## src/rtl/seq_alu_mc_if.sv

```systemverilog
// ============================================================================
// Module   : seq_alu_mc_if
// Purpose  : Request/response bundle between the register file, seq_alu_mc
//            and writeback.
// Revision : 1.0 - initial release
// ============================================================================
`default_nettype none

interface seq_alu_mc_if #(
   parameter int WIDTH = 16
);
   logic             in_valid;
   logic             in_ready;
   logic [WIDTH-1:0] inA;
   logic [WIDTH-1:0] inB;
   logic             inC;
   logic [2:0]       opc;
   logic             out_valid;
   logic             out_ready;
   logic [WIDTH-1:0] outW;
   logic             zer;
   logic             neg;
   logic             cout;
   logic             ovf;
   logic             busy;

   modport master (
      output in_valid, inA, inB, inC, opc, out_ready,
      input  in_ready, out_valid, outW, zer, neg, cout, ovf, busy
   );

   modport slave (
      input  in_valid, inA, inB, inC, opc, out_ready,
      output in_ready, out_valid, outW, zer, neg, cout, ovf, busy
   );
endinterface

`default_nettype wire

```

## src/rtl/seq_alu_mc.sv

```systemverilog
// ============================================================================
// Module   : seq_alu_mc
// Purpose  : Registered WIDTH-bit ALU with flags and a multi-cycle shift-add
//            multiply, valid/ready on both sides.
// Revision : 1.0 - initial release
// ============================================================================
`default_nettype none

module seq_alu_mc #(
   parameter int WIDTH = 16,
   parameter int CNT_W = $clog2(WIDTH) + 1
) (
   input  logic         clk,
   input  logic         rst_n,
   seq_alu_mc_if.slave  bus
);

   localparam logic [0:0]       c_IDLE = 1'b0;
   localparam logic [0:0]       c_MUL  = 1'b1;
   localparam logic [CNT_W-1:0] c_LAST = CNT_W'(WIDTH - 1);
   localparam int               c_HALF = WIDTH / 2;

   logic [0:0]       state_q, state_d;
   logic [WIDTH-1:0] mcand_q, mcand_d;
   logic [WIDTH-1:0] mplier_q, mplier_d;
   logic [WIDTH-1:0] acc_q, acc_d;
   logic [CNT_W-1:0] cnt_q, cnt_d;
   logic [WIDTH-1:0] outw_q, outw_d;
   logic             zer_q, zer_d;
   logic             neg_q, neg_d;
   logic             cout_q, cout_d;
   logic             ovf_q, ovf_d;
   logic             out_valid_q, out_valid_d;
   logic             busy_q, busy_d;

   logic             w_in_ready;
   logic             w_accept;
   logic             w_is_mul;
   logic             w_mul_done;
   logic [WIDTH-1:0] w_add_a;
   logic [WIDTH-1:0] w_add_b;
   logic             w_add_c;
   logic             w_is_add;
   logic [WIDTH:0]   w_sum;
   logic [WIDTH-1:0] w_alu;
   logic             w_alu_cout;
   logic             w_alu_ovf;
   logic [WIDTH-1:0] w_acc_step;
   logic             w_load;
   logic [WIDTH-1:0] w_load_val;
   logic             w_load_cout;
   logic             w_load_ovf;

   assign w_in_ready = (state_q == c_IDLE) && (!out_valid_q || bus.out_ready);
   assign w_accept   = bus.in_valid && w_in_ready;
   assign w_is_mul   = (bus.opc == 3'b111);
   assign w_mul_done = (state_q == c_MUL) && (cnt_q == c_LAST);
   assign w_acc_step = mplier_q[0] ? (acc_q + mcand_q) : acc_q;

   // Single-cycle datapath; every arithmetic op funnels through one adder.
   always_comb begin
      w_add_a  = bus.inA;
      w_add_b  = '0;
      w_add_c  = 1'b0;
      w_is_add = 1'b0;
      w_alu    = '0;
      case (bus.opc)
         3'b000: begin
            w_add_a  = ~bus.inA;
            w_add_b  = WIDTH'(1);
            w_is_add = 1'b1;
         end
         3'b001: begin
            w_add_b  = WIDTH'(1);
            w_is_add = 1'b1;
         end
         3'b010: begin
            w_add_b  = bus.inB;
            w_add_c  = bus.inC;
            w_is_add = 1'b1;
         end
         3'b011: begin
            w_add_b  = {bus.inB[WIDTH-1], bus.inB[WIDTH-1:1]};
            w_is_add = 1'b1;
         end
         3'b100:  w_alu = bus.inA & bus.inB;
         3'b101:  w_alu = bus.inA | bus.inB;
         3'b110:  w_alu = {bus.inA[c_HALF-1:0], bus.inB[c_HALF-1:0]};
         default: w_alu = '0;
      endcase
      w_sum = {1'b0, w_add_a} + {1'b0, w_add_b} + {{WIDTH{1'b0}}, w_add_c};
      if (w_is_add) begin
         w_alu = w_sum[WIDTH-1:0];
      end
      w_alu_cout = w_is_add && w_sum[WIDTH];
      w_alu_ovf  = w_is_add && (w_add_a[WIDTH-1] == w_add_b[WIDTH-1])
                            && (w_sum[WIDTH-1] != w_add_a[WIDTH-1]);
   end

   // Accept and multiply completion are mutually exclusive (IDLE vs MUL).
   always_comb begin
      w_load      = 1'b0;
      w_load_val  = w_alu;
      w_load_cout = w_alu_cout;
      w_load_ovf  = w_alu_ovf;
      if (w_accept && !w_is_mul) begin
         w_load = 1'b1;
      end else if (w_mul_done) begin
         w_load      = 1'b1;
         w_load_val  = w_acc_step;
         w_load_cout = 1'b0;
         w_load_ovf  = 1'b0;
      end
   end

   always_comb begin
      state_d     = state_q;
      mcand_d     = mcand_q;
      mplier_d    = mplier_q;
      acc_d       = acc_q;
      cnt_d       = cnt_q;
      busy_d      = busy_q;
      outw_d      = outw_q;
      zer_d       = zer_q;
      neg_d       = neg_q;
      cout_d      = cout_q;
      ovf_d       = ovf_q;
      out_valid_d = out_valid_q;

      if (state_q == c_IDLE) begin
         if (w_accept && w_is_mul) begin
            mcand_d  = bus.inA;
            mplier_d = bus.inB;
            acc_d    = '0;
            cnt_d    = '0;
            busy_d   = 1'b1;
            state_d  = c_MUL;
         end
      end else begin
         acc_d    = w_acc_step;
         mcand_d  = mcand_q << 1;
         mplier_d = mplier_q >> 1;
         cnt_d    = cnt_q + CNT_W'(1);
         if (w_mul_done) begin
            busy_d  = 1'b0;
            state_d = c_IDLE;
         end
      end

      if (w_load) begin
         outw_d      = w_load_val;
         zer_d       = (w_load_val == '0);
         neg_d       = w_load_val[WIDTH-1];
         cout_d      = w_load_cout;
         ovf_d       = w_load_ovf;
         out_valid_d = 1'b1;
      end else if (bus.out_ready) begin
         out_valid_d = 1'b0;
      end
   end

   always_ff @(posedge clk or negedge rst_n) begin
      if (!rst_n) begin
         state_q     <= c_IDLE;
         mcand_q     <= '0;
         mplier_q    <= '0;
         acc_q       <= '0;
         cnt_q       <= '0;
         busy_q      <= 1'b0;
         outw_q      <= '0;
         zer_q       <= 1'b0;
         neg_q       <= 1'b0;
         cout_q      <= 1'b0;
         ovf_q       <= 1'b0;
         out_valid_q <= 1'b0;
      end else begin
         state_q     <= state_d;
         mcand_q     <= mcand_d;
         mplier_q    <= mplier_d;
         acc_q       <= acc_d;
         cnt_q       <= cnt_d;
         busy_q      <= busy_d;
         outw_q      <= outw_d;
         zer_q       <= zer_d;
         neg_q       <= neg_d;
         cout_q      <= cout_d;
         ovf_q       <= ovf_d;
         out_valid_q <= out_valid_d;
      end
   end

   assign bus.in_ready  = w_in_ready;
   assign bus.out_valid = out_valid_q;
   assign bus.outW      = outw_q;
   assign bus.zer       = zer_q;
   assign bus.neg       = neg_q;
   assign bus.cout      = cout_q;
   assign bus.ovf       = ovf_q;
   assign bus.busy      = busy_q;

endmodule

`default_nettype wire

```

## src/flat_wrapper.sv

```systemverilog
// flat-port wrapper written by rule: the top's interface ports become plain ports
module seq_alu_mc_flat 
#(
   parameter int WIDTH = 16,
   parameter int CNT_W = $clog2(WIDTH) + 1
)
  (clk, rst_n, bus_in_valid, bus_inA, bus_inB, bus_inC, bus_opc, bus_out_ready, bus_in_ready, bus_out_valid, bus_outW, bus_zer, bus_neg, bus_cout, bus_ovf, bus_busy);
  seq_alu_mc_if #(.WIDTH(WIDTH)) bus_i ();
  input  logic clk;
  input  logic rst_n;
  input wire logic [$bits(bus_i.in_valid)-1:0] bus_in_valid;
  input wire logic [$bits(bus_i.inA)-1:0] bus_inA;
  input wire logic [$bits(bus_i.inB)-1:0] bus_inB;
  input wire logic [$bits(bus_i.inC)-1:0] bus_inC;
  input wire logic [$bits(bus_i.opc)-1:0] bus_opc;
  input wire logic [$bits(bus_i.out_ready)-1:0] bus_out_ready;
  output wire logic [$bits(bus_i.in_ready)-1:0] bus_in_ready;
  output wire logic [$bits(bus_i.out_valid)-1:0] bus_out_valid;
  output wire logic [$bits(bus_i.outW)-1:0] bus_outW;
  output wire logic [$bits(bus_i.zer)-1:0] bus_zer;
  output wire logic [$bits(bus_i.neg)-1:0] bus_neg;
  output wire logic [$bits(bus_i.cout)-1:0] bus_cout;
  output wire logic [$bits(bus_i.ovf)-1:0] bus_ovf;
  output wire logic [$bits(bus_i.busy)-1:0] bus_busy;
  assign bus_i.in_valid = bus_in_valid;
  assign bus_i.inA = bus_inA;
  assign bus_i.inB = bus_inB;
  assign bus_i.inC = bus_inC;
  assign bus_i.opc = bus_opc;
  assign bus_i.out_ready = bus_out_ready;
  assign bus_in_ready = bus_i.in_ready;
  assign bus_out_valid = bus_i.out_valid;
  assign bus_outW = bus_i.outW;
  assign bus_zer = bus_i.zer;
  assign bus_neg = bus_i.neg;
  assign bus_cout = bus_i.cout;
  assign bus_ovf = bus_i.ovf;
  assign bus_busy = bus_i.busy;
  seq_alu_mc #(.WIDTH(WIDTH), .CNT_W(CNT_W)) u_core (.clk(clk), .rst_n(rst_n), .bus(bus_i));
endmodule
```

## config.mk

```make
export PLATFORM = sky130hd
export DESIGN_NAME = seq_alu_mc_flat
export DESIGN_NICKNAME = d
export VERILOG_FILES = /design/src/rtl/seq_alu_mc_if.sv /design/src/rtl/seq_alu_mc.sv /design/src/flat_wrapper.sv
export SDC_FILE = /design/constraint.sdc
export NUM_CORES = 1
export LEC_CHECK = 0
export ABC_CLOCK_PERIOD_IN_PS = 2800
export CORE_MARGIN = 2
export CORE_UTILIZATION = 40
export DETAILED_ROUTE_END_ITERATION = 8
export GPL_ROUTABILITY_DRIVEN = 0
export SYNTH_ARGS = -nofsm -noshare
export SYNTH_HDL_FRONTEND = slang
export SYNTH_SLANG_ARGS = --single-unit
export TNS_END_PERCENT = 30
```

## constraint.sdc

```tcl
create_clock -name clk -period 2.8 [get_ports clk]
set_clock_uncertainty 0.15 [all_clocks]
set_input_delay 0.28 -clock clk [delete_from_list [all_inputs] [get_ports clk]]
set_output_delay 0.28 -clock clk [all_outputs]
set_load 0.01 [all_outputs]
```

==> impl_results.md <==
* Cell variety after synth at between 70 and 80
* Critical path peak fanout at 6
* Register area at 1880 um^2
* Number of max-slew violations in the final report at 0
* Via density at around 5.6
* Ys Warns at 0
* H-tree depth at 3
* Initial core utilization at around 40%
* Pwr dens at between 900 and 1000 nW/um^2
* Crit-path max cell delay at ~280 ps
* Register area share after synthesis at between 30% and 40%
* Fillers at around 1300
* GR Overflow Total at 0
* FF+latch count, synth at 75
* Total power at approximately 0.008 W
* Count leader, synth: nor2_1
* Seq pwr share at between 20% and 30%
* Hold Crit Class: primary input to async pin
* Core area at 14400 um^2
* Status: finished with violations
* Inst Count DP at about 1000
* Synth Instances at 706
* Remaining antenna violation count at 0
* Tmin final at 2940 ps
* Area leader, netlist: dfrtp_1
* Leakage at 3.68 nW
* Worst-case clock buffer depth at 2
* Asr flop ratio synth at 100%
* Logic pwr share at about 60%
* Startpoint types: primary input
* Slew HR at a little over three fifths
* Mux cell area share after synthesis at under 10%
* Crit Path Category: primary input to register
* Net switching power at around 0.0034 W
* Synth top area cells: dfrtp_1 (32%), ha_1 (6.8%), nor2_1 (6.5%)
* Peak supply drop at just under 0.0004 V
* Commonest cells post-synth: nor2_1 (102), dfrtp_1 (75), nand2_1 (59), o21ai_0 (49), a21oi_1 (41)
* Setup TNS at -363 ps
* Post-synth design cell area at 5850 um^2
* Largest net degree at the start of global routing at 52
* Post-Synth XOR/XNOR Area at under 10%
* Worst path most repeated cell: o21ai_2
* Sink Count at 75
* First-pass detailed-route iteration total at 4
* Clock share of power at about 17%
* Combinational family with the most area after synthesis: compound AO/OA/AOI/OAI gates
* Post-Synthesis Net Count at 781
* Fin cells at 1070
* Worst r2r path cells at 12
* Required time of the critical path at about 2900 ps
* Antenna cells at 0
* Fin crit share at 105%
* Crit path cell chain: buf_8, nor3_4, buf_12, buf_4, buf_6, xor2_2, ha_1, o21ai_2, a21oi_2, o221a_1, o21a_1, o21ai_2, mux2i_1, nor2_2, a2bb2oi_2, mux2_2
* Share of layout cells above drive strength 1 at roughly a quarter
* Maxcap violations at 0
* DRT Wirelength at 19.5 mm
* Worst-Skew Late Latency at 360 ps
* Adder-Cell Fraction of Synth Area at under 10%
* CP max-delay cell: ha_1
* Critical path endpoint category: register
* TritonCTS clock tree: done
* CTS clk-pin slew, worst paths at around 60 ps
* Final instance area at slightly above 8000 um^2
* Yosys top cell area share at between 30% and 40%
* CTS buffer count at 9
* Setup ws final at -142 ps
* Arr. time, crit path at 3040 ps
* Die area at 15600 um^2
* Post-Synth Simple-Gate Area at approximately a fifth
* Post-synth EDFFs at 0
* Die width at around 120 um
* DIE HEIGHT at about 120 um
* Total vias in the final route at slightly above 6000
* Final setup fails at 5
* Sw frac at 43.3%
* Dpl cell area at ~7600 um^2
* Gr usage total at ~25%
* Io pins at 63
* Worst slew pin tran at ~550 ps
* Multi-input gate area at between 3000 and 4000 um^2
* Synth Area in Compound Gates at between 20% and 30%
* Internal at approximately 0.0045 W
* Max Freq at approximately 0.34 GHz
* DRC Markers at 0
* Drt wl/cell at 18.2 um
* Area growth syn-to-layout at 40.3%
* Initial antenna violation count at 0
* Synthesized area per cell at around 8.3 um^2
* RSZ-0062 raised after global routing: yes
* Root Buffer: clkbuf_16
* Post-DP HPWL at about 15 mm
* Main synth FF type: dfrtp_1
* Port Buffer Count at 62
* Vias in the first global route at 6055
* Fin. Hold Viols at 0
* Final nets at ~960
* Row count at 44
* Global-route wire length before repair at roughly 31 mm
* Initial DRC Count at 441
* Failing checks: setup timing
## layout by cell type (no fill, tap or decap), drive strengths merged, types with 6 or more instances in the layout
cell | synthesis | layout
buf | 22 | 150
nor2 | 103 | 103
dfrtp | 75 | 75
o21ai | 63 | 63
nand2 | 59 | 59
clkdlybuf4s50 | 0 | 48
a21oi | 42 | 42
ha | 32 | 32
o22ai | 31 | 31
mux2i | 25 | 25
nand3 | 24 | 24
xor2 | 22 | 22
nor3 | 19 | 19
inv | 17 | 17
xnor2 | 11 | 11
clkbuf | 22 | 11
o21a | 10 | 10
dlygate4sd2 | 0 | 8
mux2 | 8 | 8
nor2b | 8 | 8
nand2b | 8 | 8
a211oi | 8 | 8
and3 | 7 | 7
a31oi | 7 | 7
o21bai | 6 | 6
## path summary, 6_finish.rpt
| path | startpoint | end | slack [ps] |
|---|---|---|---|
| min reg2reg | u_core.cnt_q[3] | u_core.cnt_q[3] | 330 |
| max reg2reg | u_core.mcand_q[0] | u_core.bus.zer | -130 |
| min in group clk | bus_inB[1] | u_core.mplier_q[1] | 310 |
| max | bus_opc[2] | u_core.bus.outW[15] | -140 |
| max in group asynchronous | rst_n | u_core.acc_q[15] | 1500 |
| min | rst_n | u_core.acc_q[0] | 310 |
## sequential cells by signal, summed over array words and instances (netlist names)
signal / flops
u_core.acc_q: 16
u_core.bus.busy: 1
u_core.bus.cout: 1
u_core.bus.outW: 16
u_core.bus.out_valid: 1
u_core.bus.ovf: 1
u_core.bus.zer: 1
u_core.cnt_q: 5
u_core.mcand_q: 16
u_core.mplier_q: 16
u_core.state_q: 1
## cell type report
| cell class | instances | area share [%] |
|---|---|---|
| Multi-Input combinational cell | 569 | 47.9 |
| Sequential cell | 75 | 22.9 |
| Timing Repair Buffer | 209 | 21.7 |
| Clock buffer | 11 | 3.08 |
| Tap cell | 184 | 2.80 |
| Clock inverter | 4 | 0.899 |
| Inverter | 18 | 0.823 |
## timing repair
action                                  CTS  global route
pin swaps                                23            23
gates resized for setup                  50            21
buffers inserted                         11             3
hold endpoints to repair                 35             0
endpoints found under the setup margin   17            13
hold buffers                              1             0
## cells by family after synthesis
| group | Yosys count |
|---|---|
| AO/OA/AOI/OAI | 217 |
| AND/OR/NAND/NOR | 247 |
| XOR/XNOR | 33 |
| flip-flops | 75 |
| buffers and inverters | 62 |
| multiplexers | 33 |
| adder cells (fa/ha/maj) | 39 |
## per-layer routing
metal | vias up | track usage [%] | share of wire (%)
met2 | 146 | 42.5 | 49
li1 | 2923 | - | -
met5 | - | 0 | 0.21
met3 | 42 | 3.94 | 4.9
met4 | 2 | 9.87 | 2.9
met1 | 2931 | 32.5 | 43
## critical path: cells and delay by family
kind                     cells  cell delay (ps)
AO/OA/AOI/OAI                6             1080
AND/OR/NAND/NOR              2              260
XOR/XNOR                     1              150
multiplexers                 2              510
buffers and inverters        4              470
adder cells (fa/ha/maj)      1              280
## power by group through the flow
| stage | Combinational [W] | Sequential (W) | Clock (W) |
|---|---|---|---|
| 2_1_floorplan | 0.00292 | 0.00191 | 0 |
| 3_3_place_gp | 0.00435 | 0.00192 | 0 |
| 3_5_place_dp | 0.00449 | 0.00195 | 0 |
| 4_1_cts | 0.00456 | 0.00193 | 0.00134 |
| 5_1_grt | 0.00515 | 0.00200 | 0.00138 |
| 6_report | 0.00469 | 0.00194 | 0.00132 |
## through the flow
step                      util, %  hold WS [ps]  setup WS [ps]
after floorplan                 -          -166           -840
after global placement       52.7           137          -1010
after detailed placement     52.7           142          -1070
after CTS                    56.2           289           -131
after global routing         56.9           318           -323
final                        56.9           310           -142
(Power assumes the default switching activity.)
